===== src/rtl/uart_pkg.sv =====
// Shared types and helpers for the UART stream blocks.
// Provides the receiver state encoding and bit-period arithmetic.
package uart_pkg;

  typedef enum logic [2:0] {
    IDLE,
    START,
    DATA,
    STOP,
    BREAK
  } rx_state_t;

  function automatic int clks_per_bit(input int clk_hz, input int baud);
    return clk_hz / baud;
  endfunction

endpackage


===== src/rtl/uart_rx_stream_if.sv =====
// Byte-wide AXI-Stream link (tdata/tvalid/tready) with master and slave views.
interface uart_rx_stream_if;
  logic [7:0] tdata;
  logic       tvalid;
  logic       tready;

  modport master (output tdata, output tvalid, input tready);
  modport slave  (input tdata, input tvalid, output tready);
endinterface


===== src/rtl/axis_byte_fifo.sv =====
// First-word-fall-through byte FIFO: tvalid the cycle after an accepted push; a push into a
// full FIFO is dropped (overrun pulse) unless a pop happens in the same cycle.
module axis_byte_fifo #(
  parameter int DEPTH = 16
) (
  input  logic                    clk,
  input  logic                    rst_n,
  input  logic                    push_vld,
  input  logic [7:0]              push_dat,
  output logic                    overrun,
  uart_rx_stream_if.master        m_axis
);

  localparam int AW = $clog2(DEPTH);

  logic [7:0]  mem_q [DEPTH];
  logic [AW:0] wr_ptr_q, wr_ptr_d;
  logic [AW:0] rd_ptr_q, rd_ptr_d;
  logic        overrun_q, overrun_d;
  logic        full, empty, pop, accept;

  assign empty  = (wr_ptr_q == rd_ptr_q);
  assign full   = (wr_ptr_q[AW] != rd_ptr_q[AW]) && (wr_ptr_q[AW-1:0] == rd_ptr_q[AW-1:0]);
  assign pop    = !empty && m_axis.tready;
  // A simultaneous pop frees the slot this push lands in.
  assign accept = push_vld && (!full || pop);

  always_comb begin
    wr_ptr_d  = wr_ptr_q + {{AW{1'b0}}, accept};
    rd_ptr_d  = rd_ptr_q + {{AW{1'b0}}, pop};
    overrun_d = push_vld && !accept;
  end

  always_ff @(posedge clk or negedge rst_n) begin
    if (!rst_n) begin
      wr_ptr_q  <= '0;
      rd_ptr_q  <= '0;
      overrun_q <= 1'b0;
    end else begin
      wr_ptr_q  <= wr_ptr_d;
      rd_ptr_q  <= rd_ptr_d;
      overrun_q <= overrun_d;
    end
  end

  always_ff @(posedge clk) begin
    if (accept) begin
      mem_q[wr_ptr_q[AW-1:0]] <= push_dat;
    end
  end

  assign m_axis.tvalid = !empty;
  assign m_axis.tdata  = mem_q[rd_ptr_q[AW-1:0]];
  assign overrun       = overrun_q;

endmodule


===== src/rtl/uart_rx_stream.sv =====
// 8N1 UART receiver feeding a byte FIFO on an AXI-Stream master; byte pushed the cycle after
// the mid-stop sample, tvalid one cycle later; a full FIFO with no pop drops the byte (overrun).
module uart_rx_stream
  import uart_pkg::*;
#(
  parameter int CLK_HZ     = 100_000_000,
  parameter int BAUD       = 115_200,
  parameter int FIFO_DEPTH = 16
) (
  input  logic              axi_aclk,
  input  logic              axi_aresetn,
  input  logic              uart_rxd,
  uart_rx_stream_if.master  m_axis,
  output logic              frame_err,
  output logic              overrun,
  output logic              rx_busy
);

  localparam int CPB = clks_per_bit(CLK_HZ, BAUD);
  localparam int CW  = $clog2(CPB);
  localparam logic [CW-1:0] MID_M1 = CW'(CPB / 2 - 1);
  localparam logic [CW-1:0] MID    = CW'(CPB / 2);
  localparam logic [CW-1:0] MID_P1 = CW'(CPB / 2 + 1);
  localparam logic [CW-1:0] LAST   = CW'(CPB - 1);

  rx_state_t     state_q, state_d;
  logic [CW-1:0] cnt_q, cnt_d;
  logic [2:0]    bit_q, bit_d;
  logic [7:0]    shreg_q, shreg_d;
  logic [1:0]    vote_q, vote_d;
  logic [1:0]    sync_q, sync_d;
  logic [1:0]    flush_q, flush_d;
  logic          armed_q, armed_d;
  logic          push_q, push_d;
  logic          frame_err_q, frame_err_d;
  logic          rxd_s, voted;

  assign rxd_s = sync_q[1];
  assign voted = (vote_q[1] & vote_q[0]) | (vote_q[1] & rxd_s) | (vote_q[0] & rxd_s);

  always_comb begin
    sync_d      = {sync_q[0], uart_rxd};
    // The preset synchroniser output is only trusted once two real samples have flowed through;
    // starts are armed by a genuine high so a line held low across reset is ignored.
    flush_d     = (flush_q == 2'd2) ? flush_q : flush_q + 2'd1;
    armed_d     = armed_q | ((flush_q == 2'd2) & rxd_s);
    state_d     = state_q;
    cnt_d       = cnt_q + CW'(1);
    bit_d       = bit_q;
    shreg_d     = shreg_q;
    vote_d      = vote_q;
    push_d      = 1'b0;
    frame_err_d = 1'b0;

    if (cnt_q == MID_M1 || cnt_q == MID) begin
      vote_d = {vote_q[0], rxd_s};
    end

    case (state_q)
      IDLE: begin
        cnt_d = '0;
        if (armed_q && !rxd_s) begin
          state_d = START;
        end
      end
      START: begin
        if (cnt_q == MID && rxd_s) begin
          state_d = IDLE;
          cnt_d   = '0;
        end else if (cnt_q == LAST) begin
          state_d = DATA;
          cnt_d   = '0;
          bit_d   = '0;
        end
      end
      DATA: begin
        if (cnt_q == MID_P1) begin
          shreg_d = {voted, shreg_q[7:1]};
        end
        if (cnt_q == LAST) begin
          cnt_d = '0;
          if (bit_q == 3'd7) begin
            state_d = STOP;
          end else begin
            bit_d = bit_q + 3'd1;
          end
        end
      end
      STOP: begin
        // Leaving here at MID+1 lets the next start edge land in the back half of the stop bit.
        if (cnt_q == MID_P1) begin
          cnt_d = '0;
          if (voted) begin
            state_d = IDLE;
            push_d  = 1'b1;
          end else begin
            state_d     = BREAK;
            frame_err_d = 1'b1;
          end
        end
      end
      BREAK: begin
        cnt_d = '0;
        if (rxd_s) begin
          state_d = IDLE;
        end
      end
      default: begin
        state_d = IDLE;
        cnt_d   = '0;
      end
    endcase
  end

  always_ff @(posedge axi_aclk or negedge axi_aresetn) begin
    if (!axi_aresetn) begin
      state_q     <= IDLE;
      cnt_q       <= '0;
      bit_q       <= '0;
      shreg_q     <= '0;
      vote_q      <= '0;
      sync_q      <= 2'b11;
      flush_q     <= '0;
      armed_q     <= 1'b0;
      push_q      <= 1'b0;
      frame_err_q <= 1'b0;
    end else begin
      state_q     <= state_d;
      cnt_q       <= cnt_d;
      bit_q       <= bit_d;
      shreg_q     <= shreg_d;
      vote_q      <= vote_d;
      sync_q      <= sync_d;
      flush_q     <= flush_d;
      armed_q     <= armed_d;
      push_q      <= push_d;
      frame_err_q <= frame_err_d;
    end
  end

  axis_byte_fifo #(
    .DEPTH (FIFO_DEPTH)
  ) u_fifo (
    .clk      (axi_aclk),
    .rst_n    (axi_aresetn),
    .push_vld (push_q),
    .push_dat (shreg_q),
    .overrun  (overrun),
    .m_axis   (m_axis)
  );

  assign frame_err = frame_err_q;
  assign rx_busy   = (state_q != IDLE);

endmodule


===== src/flat_wrapper.sv =====
// flat-port wrapper written by rule: the top's interface ports become plain ports
module uart_rx_stream_flat import uart_pkg::*;
#(
  parameter int CLK_HZ     = 100_000_000,
  parameter int BAUD       = 115_200,
  parameter int FIFO_DEPTH = 16
)
  (axi_aclk, axi_aresetn, uart_rxd, frame_err, overrun, rx_busy, m_axis_tdata, m_axis_tvalid, m_axis_tready);
  uart_rx_stream_if m_axis_i ();
  input  logic axi_aclk;
  input  logic axi_aresetn;
  input  logic uart_rxd;
  output logic frame_err;
  output logic overrun;
  output logic rx_busy;
  output wire logic [$bits(m_axis_i.tdata)-1:0] m_axis_tdata;
  output wire logic [$bits(m_axis_i.tvalid)-1:0] m_axis_tvalid;
  input wire logic [$bits(m_axis_i.tready)-1:0] m_axis_tready;
  assign m_axis_tdata = m_axis_i.tdata;
  assign m_axis_tvalid = m_axis_i.tvalid;
  assign m_axis_i.tready = m_axis_tready;
  uart_rx_stream #(.CLK_HZ(CLK_HZ), .BAUD(BAUD), .FIFO_DEPTH(FIFO_DEPTH)) u_core (.axi_aclk(axi_aclk), .axi_aresetn(axi_aresetn), .uart_rxd(uart_rxd), .m_axis(m_axis_i), .frame_err(frame_err), .overrun(overrun), .rx_busy(rx_busy));
endmodule

===== config.mk =====
export PLATFORM = sky130hd
export DESIGN_NAME = uart_rx_stream_flat
export DESIGN_NICKNAME = d
export VERILOG_FILES = /design/src/rtl/uart_pkg.sv /design/src/rtl/uart_rx_stream_if.sv /design/src/rtl/axis_byte_fifo.sv /design/src/rtl/uart_rx_stream.sv /design/src/flat_wrapper.sv
export SDC_FILE = /design/constraint.sdc
export NUM_CORES = 1
export LEC_CHECK = 0
export ABC_AREA = 0
export BUFFER_PORTS_ARGS = -buffer_cell sky130_fd_sc_hd__buf_2
export CAP_MARGIN = 20
export CORE_MARGIN = 2
export CORE_UTILIZATION = 40
export CTS_BUF_LIST = sky130_fd_sc_hd__clkbuf_4 sky130_fd_sc_hd__clkbuf_8
export DETAILED_ROUTE_END_ITERATION = 10
export SYNTH_ARGS = -nofsm -noshare
export SYNTH_HDL_FRONTEND = slang
export SYNTH_HIERARCHICAL = 1
export SYNTH_SLANG_ARGS = --single-unit
export TNS_END_PERCENT = 100

===== constraint.sdc =====
create_clock -name axi_aclk -period 2.85 [get_ports axi_aclk]
set_input_delay 0.285 -clock axi_aclk [delete_from_list [all_inputs] [get_ports axi_aclk]]
set_output_delay 0.285 -clock axi_aclk [all_outputs]
set_load 0.05 [all_outputs]

# ---- Yosys cells after proc, flatten, opt, wreduce, memory -nomap -nowiden
# Memory sizes are Yosys's and may differ from the RTL's.
# Index checks and enable logic that the tools add are counted.
dict set report totals {
  mem_bits_ro 0
  latch_bits 0
  mem_count 1
  ramBits 128
  output_inout_bits 12
  elab_cells 92
  register_bits 44
}
dict set report classes {
  n_shift 0
  div 0
  magnitude_cmp 0
  n_reduce_logical 18
  n_mux 26
  eq_ne 22
  multipliers 0
  n_bitwise 7
  n_addsub 5
}
# memory words word_bits read_ports rd_ports_with_merged_regs wr line_no
set mem_list {}
lappend mem_list {u_core.u_fifo.mem_q 16 8 1 0 1 axis_byte_fifo.sv:16} ;# logic [7:0] mem_q [DEPTH];
# op n
set op_table {}
lappend op_table {{3-bit two-way mux} 12}
lappend op_table {{10-bit by 9-bit == test with 1-bit output (second input constant)} 3}
lappend op_table {{10-bit two-way mux} 3}
lappend op_table {{10-bit one-hot mux with 3 select lines} 1}
lappend op_table {{3-bit one-hot mux with 5 select lines} 1}
lappend op_table {{2-bit by 1-bit != test with 1-bit output (second input constant)} 6}
lappend op_table {{10-bit by 1-bit adder with 10-bit output (second input constant)} 1}
lappend op_table {{5-bit by 1-bit adder with 5-bit output} 2}
lappend op_table {{10-bit == test (second input constant)} 1}
lappend op_table {{1-bit two-way mux} 8}
lappend op_table {{3-bit by 2-bit == test with 1-bit output (second input constant)} 2}
lappend op_table {{3-bit == test (second input constant)} 2}
lappend op_table {{1-bit logical AND} 6}
lappend op_table {{3-bit one-hot mux with 2 select lines} 1}
lappend op_table {{6-bit AND reduction} 1}
lappend op_table {{5-bit == test} 1}
lappend op_table {{5-bit AND reduction} 1}
lappend op_table {{1-bit bitwise AND} 4}
lappend op_table {{4-bit == test} 1}
lappend op_table {{1-bit zero test} 4}
lappend op_table {{2-bit != test (second input constant)} 2}
lappend op_table {{3-bit by 1-bit adder with 3-bit output (second input constant)} 1}
lappend op_table {{3-bit by 1-bit == test with 1-bit output (second input constant)} 1}
lappend op_table {{3-bit zero test} 1}
lappend op_table {{other kinds (9)} 12}

# ---- Logic depth before layout (Yosys ltp)
dict set report logic_depth {
  word_depth 7
  depth_mapped 10
}

# ---- Cells and area by module
# The synthesis kept the hierarchy.
# module n_inst area_per_inst_um2 cells_each
set by_module_without_submodules {}
lappend by_module_without_submodules {axis_byte_fifo 1 5660.4 279}
lappend by_module_without_submodules {uart_rx_stream 1 1572.8 133}

# ---- Worst setup path before layout
# Ideal clock, no wire load.
dict set report synth_path {
  path_type {reg2reg}
  start {reg u_core.u_fifo.rd_ptr_q[0]}
  end {mem u_core.u_fifo.mem_q[3][0], enable pin}
  stages_incl_launch_ff 7
  required_time_ns 2.455
  arrival_time_ns 1.900
  setup_slack_ns 0.555
  setup_time_ns 0.395
  synth_period_minus_slack_ns 2.295
  cell_sequence {dfrtp_1 > buf_6 > xnor2_2 > nand4_2 > o31ai_4 > buf_6 > nor4_1}
}
dict set report synth_via {
  elab_chain_cells 7
}
# element line_no
set synth_rtl {}
lappend synth_rtl {{start: declaration} axis_byte_fifo.sv:18} ;# logic [AW:0] rd_ptr_q, rd_ptr_d;
lappend synth_rtl {{start signal: assignment} axis_byte_fifo.sv:41} ;# rd_ptr_q <= rd_ptr_d;
lappend synth_rtl {{5-bit == test or 4-bit == test (tied branches)} {axis_byte_fifo.sv:22, axis_byte_fifo.sv:23}}
lappend synth_rtl {{1-bit zero test or 1-bit logical AND (tied branches)} {axis_byte_fifo.sv:24, axis_byte_fifo.sv:23}}
lappend synth_rtl {{1-bit logical AND or 1-bit zero test (tied branches)} {axis_byte_fifo.sv:24, axis_byte_fifo.sv:26}}
lappend synth_rtl {{1-bit logical OR *} axis_byte_fifo.sv:26} ;# assign accept = push_vld && (!full || pop);
lappend synth_rtl {{1-bit logical AND *} axis_byte_fifo.sv:26}
lappend synth_rtl {{1-bit two-way mux *} axis_byte_fifo.sv:47} ;# if (accept) begin
lappend synth_rtl {{1-bit two-way mux (implied by the code) *} axis_byte_fifo.sv:48} ;# mem_q[wr_ptr_q[AW-1:0]] <= push_dat;
lappend synth_rtl {{end: declaration} axis_byte_fifo.sv:16}
# Mark *: on every way between the ends. The rest lies on a longest branch, timed or not.

# ---- Worst setup path in the final report
dict set report layout_path {
  start {reg u_core.u_fifo.rd_ptr_q[1]}
  end {out m_axis_tdata[3]}
}
dict set report layout_via {
  elab_chain_cells 1
}
# element line_no
set layout_rtl {}
lappend layout_rtl {{memory 16 x 8 bit} n/a}
lappend layout_rtl {{end: declaration} flat_wrapper.sv:16} ;# output wire logic [$bits(m_axis_i.tdata)-1:0] m_axis_tdata;
# Every way passes these cells.

==> flow_summary.json <==
{
  "antenna_found_initial": 0,
  "post_drt_wl_per_cell_um": 19.2,
  "cp.required_ps": 2570,
  "crit_fanout": 23,
  "die_area_um2": 19200,
  "postRouteAntennaNets": 0,
  "leakage_uw": 0.00313,
  "dr.pass1.iters": 4,
  "crit_path_frequent_cell": "mux2i_1",
  "pin_count": 16,
  "slowest_stage": "a22oi_1",
  "drive_above_1_share_pct": 24.4,
  "cts_tree": "done",
  "coreArea_um2": 17800,
  "finalHoldViolCount": 0,
  "multi_input_area_um2": 2070,
  "synthCells": 412,
  "antenna-diode-count": 0,
  "cts.sinks": 172,
  "dominantRegCellSynth": "edfxtp_1",
  "cts_made_buffers": 17,
  "skew_ps": 9.65,
  "final_nets": 465,
  "grt_pass1_wl_um": 20800,
  "power.density_nw_per_um2": 587,
  "finalSetupViolCount": 0,
  "clk_pin_slew_ps": 80,
  "synthTopCellsByCount": "edfxtp_1 (128), dfrtp_1 (42), mux2i_1 (25)",
  "rsz0062_at_grt": "false",
  "async_flop_share_pct": 25.6,
  "path_class": "reg -> out",
  "final_cell_count_no_fill": 693,
  "fill_cells": 1524,
  "vias": 3694,
  "dpl.cell_count": 655,
  "synth.distinct_cells": 56,
  "crit_path_cell_trace": "buf_4 > mux2i_1 > a22oi_1 > mux2i_1 > o21ai_1 > buf_2",
  "final-max-slew-violation-count": 0,
  "critPathCaptureType": "output port",
  "fp-row-count": 49,
  "synth.most_common_cell": "edfxtp_1",
  "totalWireLength_um": 13300,
  "viasPerCell": 5.33,
  "critPathBufInv": 2,
  "grt_max_degree": 45,
  "drc": 0,
  "reg2reg_setup_slack_ps": 490,
  "final.setup.tns_ps": 0,
  "area_growth_pct": 10.9,
  "portBuffers": 15,
  "synthesis.area_um2": 7230,
  "relSlewSlack_pct": 50.1,
  "clk_latency_ps": 460,
  "track_usage_pct": 14.5,
  "critPathArrivalTime_ps": 2450,
  "worstSetupStartpointType": "flip-flop",
  "synth-seq-area-share_pct": 68.4,
  "htreeDepth": 4,
  "critPathTopFamily": "buffers and inverters",
  "status": "finished, final reports clean",
  "regArea_um2": 4950,
  "grt-ovfl-total": 0,
  "clockBufferDepth": 2,
  "die_h_um": 138,
  "start_util_pct": 40.5,
  "fmax_ghz": 0.366,
  "synth_edf_count": 128,
  "syn_avg_cell_area_um2": 17.6,
  "synth_top_area_cell": "edfxtp_1",
  "hold_path.class": "in -> reg",
  "ys_warn_count": 6,
  "grt_pass1_vias": 3677,
  "drv_cap": 0,
  "synthTopCellsByArea": "edfxtp_1 (53%), dfrtp_1 (15%), mux4_2 (5.3%)",
  "synth-seq-cells": 172,
  "drt_iter0_drc": 236,
  "hpwl_um": 8640,
  "synth_nets": 426,
  "total_power_uw": 4710,
  "worst_pin_slew_ps": 748,
  "clockRootBuffer": "clkbuf_8",
  "gp_congestion": 0.786,
  "utilization_pct": 44.9,
  "period_share_pct": 96.0,
  "vdd_ir_drop_max_v": 0.000272,
  "yosysTopAreaCellShare_pct": 53.1,
  "cpPeakStageDelay_ps": 450,
  "die_w_um": 138,
  "fin_crit_ps": 2740
}
power breakdown:
group | switching [uW] | internal (uW)
sequential | 89.5 | 2710
combinational | 141 | 89.5
clock | 891 | 792
total | 1120 | 3590
layer usage:
layer  vias up  wire length (um)  track usage [%]
li1       1711                 -                -
met1      1895              6140             19.4
met2        72              6510             23.1
met3        16               422             3.50
met4         0               238             5.26
met5         -                 0                0
what timing repair did:
| item | in CTS | in global routing |
|---|---|---|
| hold buffers | 2 | 0 |
| setup buffers | 0 | 0 |
| endpoints found under the setup margin | 0 | 6 |
| endpoints found under the hold margin | 20 | 0 |
| gates resized for setup | 0 | 1 |
area by class of cell:
class	instances	share of cell area, %
Clock inverter	15	2.01
Multi-Input combinational cell	210	25.8
Inverter	10	0.468
Tap cell	229	3.57
Clock buffer	17	2.92
Timing Repair Buffer	40	3.56
Sequential cell	172	61.7
path summary, 6_finish.rpt:
path | cells past startpoint | endpoint | startpoint
worst max-delay path | 6 | m_axis_tdata[3] | u_core/u_fifo/rd_ptr_q[1]
worst min-delay path | 2 | u_core/u_fifo/overrun | m_axis_tready
worst max register to register | 9 | u_core/u_fifo/wr_ptr_q[4] | u_core/u_fifo/wr_ptr_q[3]
worst min register to register | 0 | u_core/sync_q[1] | u_core/sync_q[0]
max in group asynchronous | 3 | u_core/u_fifo/rd_ptr_q[1] | axi_aresetn
min in group asynchronous | 2 | u_core/bit_q[0] | axi_aresetn
logic make-up after synthesis:
| group | Yosys count | synth area share, % |
|---|---|---|
| AO/OA/AOI/OAI | 40 | 4.08 |
| multiplexers | 60 | 13.4 |
| flip-flops | 172 | 68.4 |
| adder cells (fa/ha/maj) | 11 | 1.87 |
| AND/OR/NAND/NOR | 79 | 6.45 |
| buffers and inverters | 30 | 3.25 |
| XOR/XNOR | 20 | 2.53 |
flip-flops by register name (all words and copies together), names as in the netlist:
register	count
u_core/u_fifo/mem_q	128
u_core/cnt_q	10
u_core/shreg_q	8
u_core/u_fifo/rd_ptr_q	5
u_core/u_fifo/wr_ptr_q	5
u_core/bit_q	3
u_core/state_q	3
u_core/flush_q	2
u_core/sync_q	2
u_core/vote_q	2
u_core/armed_q	1
u_core/frame_err	1
u_core/push_q	1
u_core/u_fifo/overrun	1
per-stage QoR:
stage	instance area, um2	hold slack, ps	worst slack [ps]
2_1_floorplan	7230	-10.6	555
3_3_place_gp	7570	348	583
3_5_place_dp	7570	348	347
4_1_cts	7980	63.3	50.8
5_1_grt	8020	67.3	29.2
6_report	8020	75.8	114
cells in the final DEF, fill, tap and decap left out, drive strengths merged, types with 3 or more instances in the layout:
master / synthesis / layout
a22oi: 9 / 9
o21ai: 13 / 13
ha: 10 / 10
dfrtp: 42 / 42
mux4: 24 / 24
buf: 11 / 38
mux2: 11 / 11
nor2: 12 / 12
clkinv: 0 / 5
nor3b: 3 / 3
nand2b: 3 / 3
nand3: 10 / 10
mux2i: 25 / 25
xnor2: 14 / 14
or2: 3 / 3
and3: 3 / 3
xor2: 6 / 6
a32oi: 9 / 9
nor4b: 6 / 6
clkbuf: 9 / 17
nand2: 8 / 8
nor3: 12 / 12
edfxtp: 128 / 128
nor4: 9 / 9
inv: 10 / 16
(Power assumes the default switching activity.)
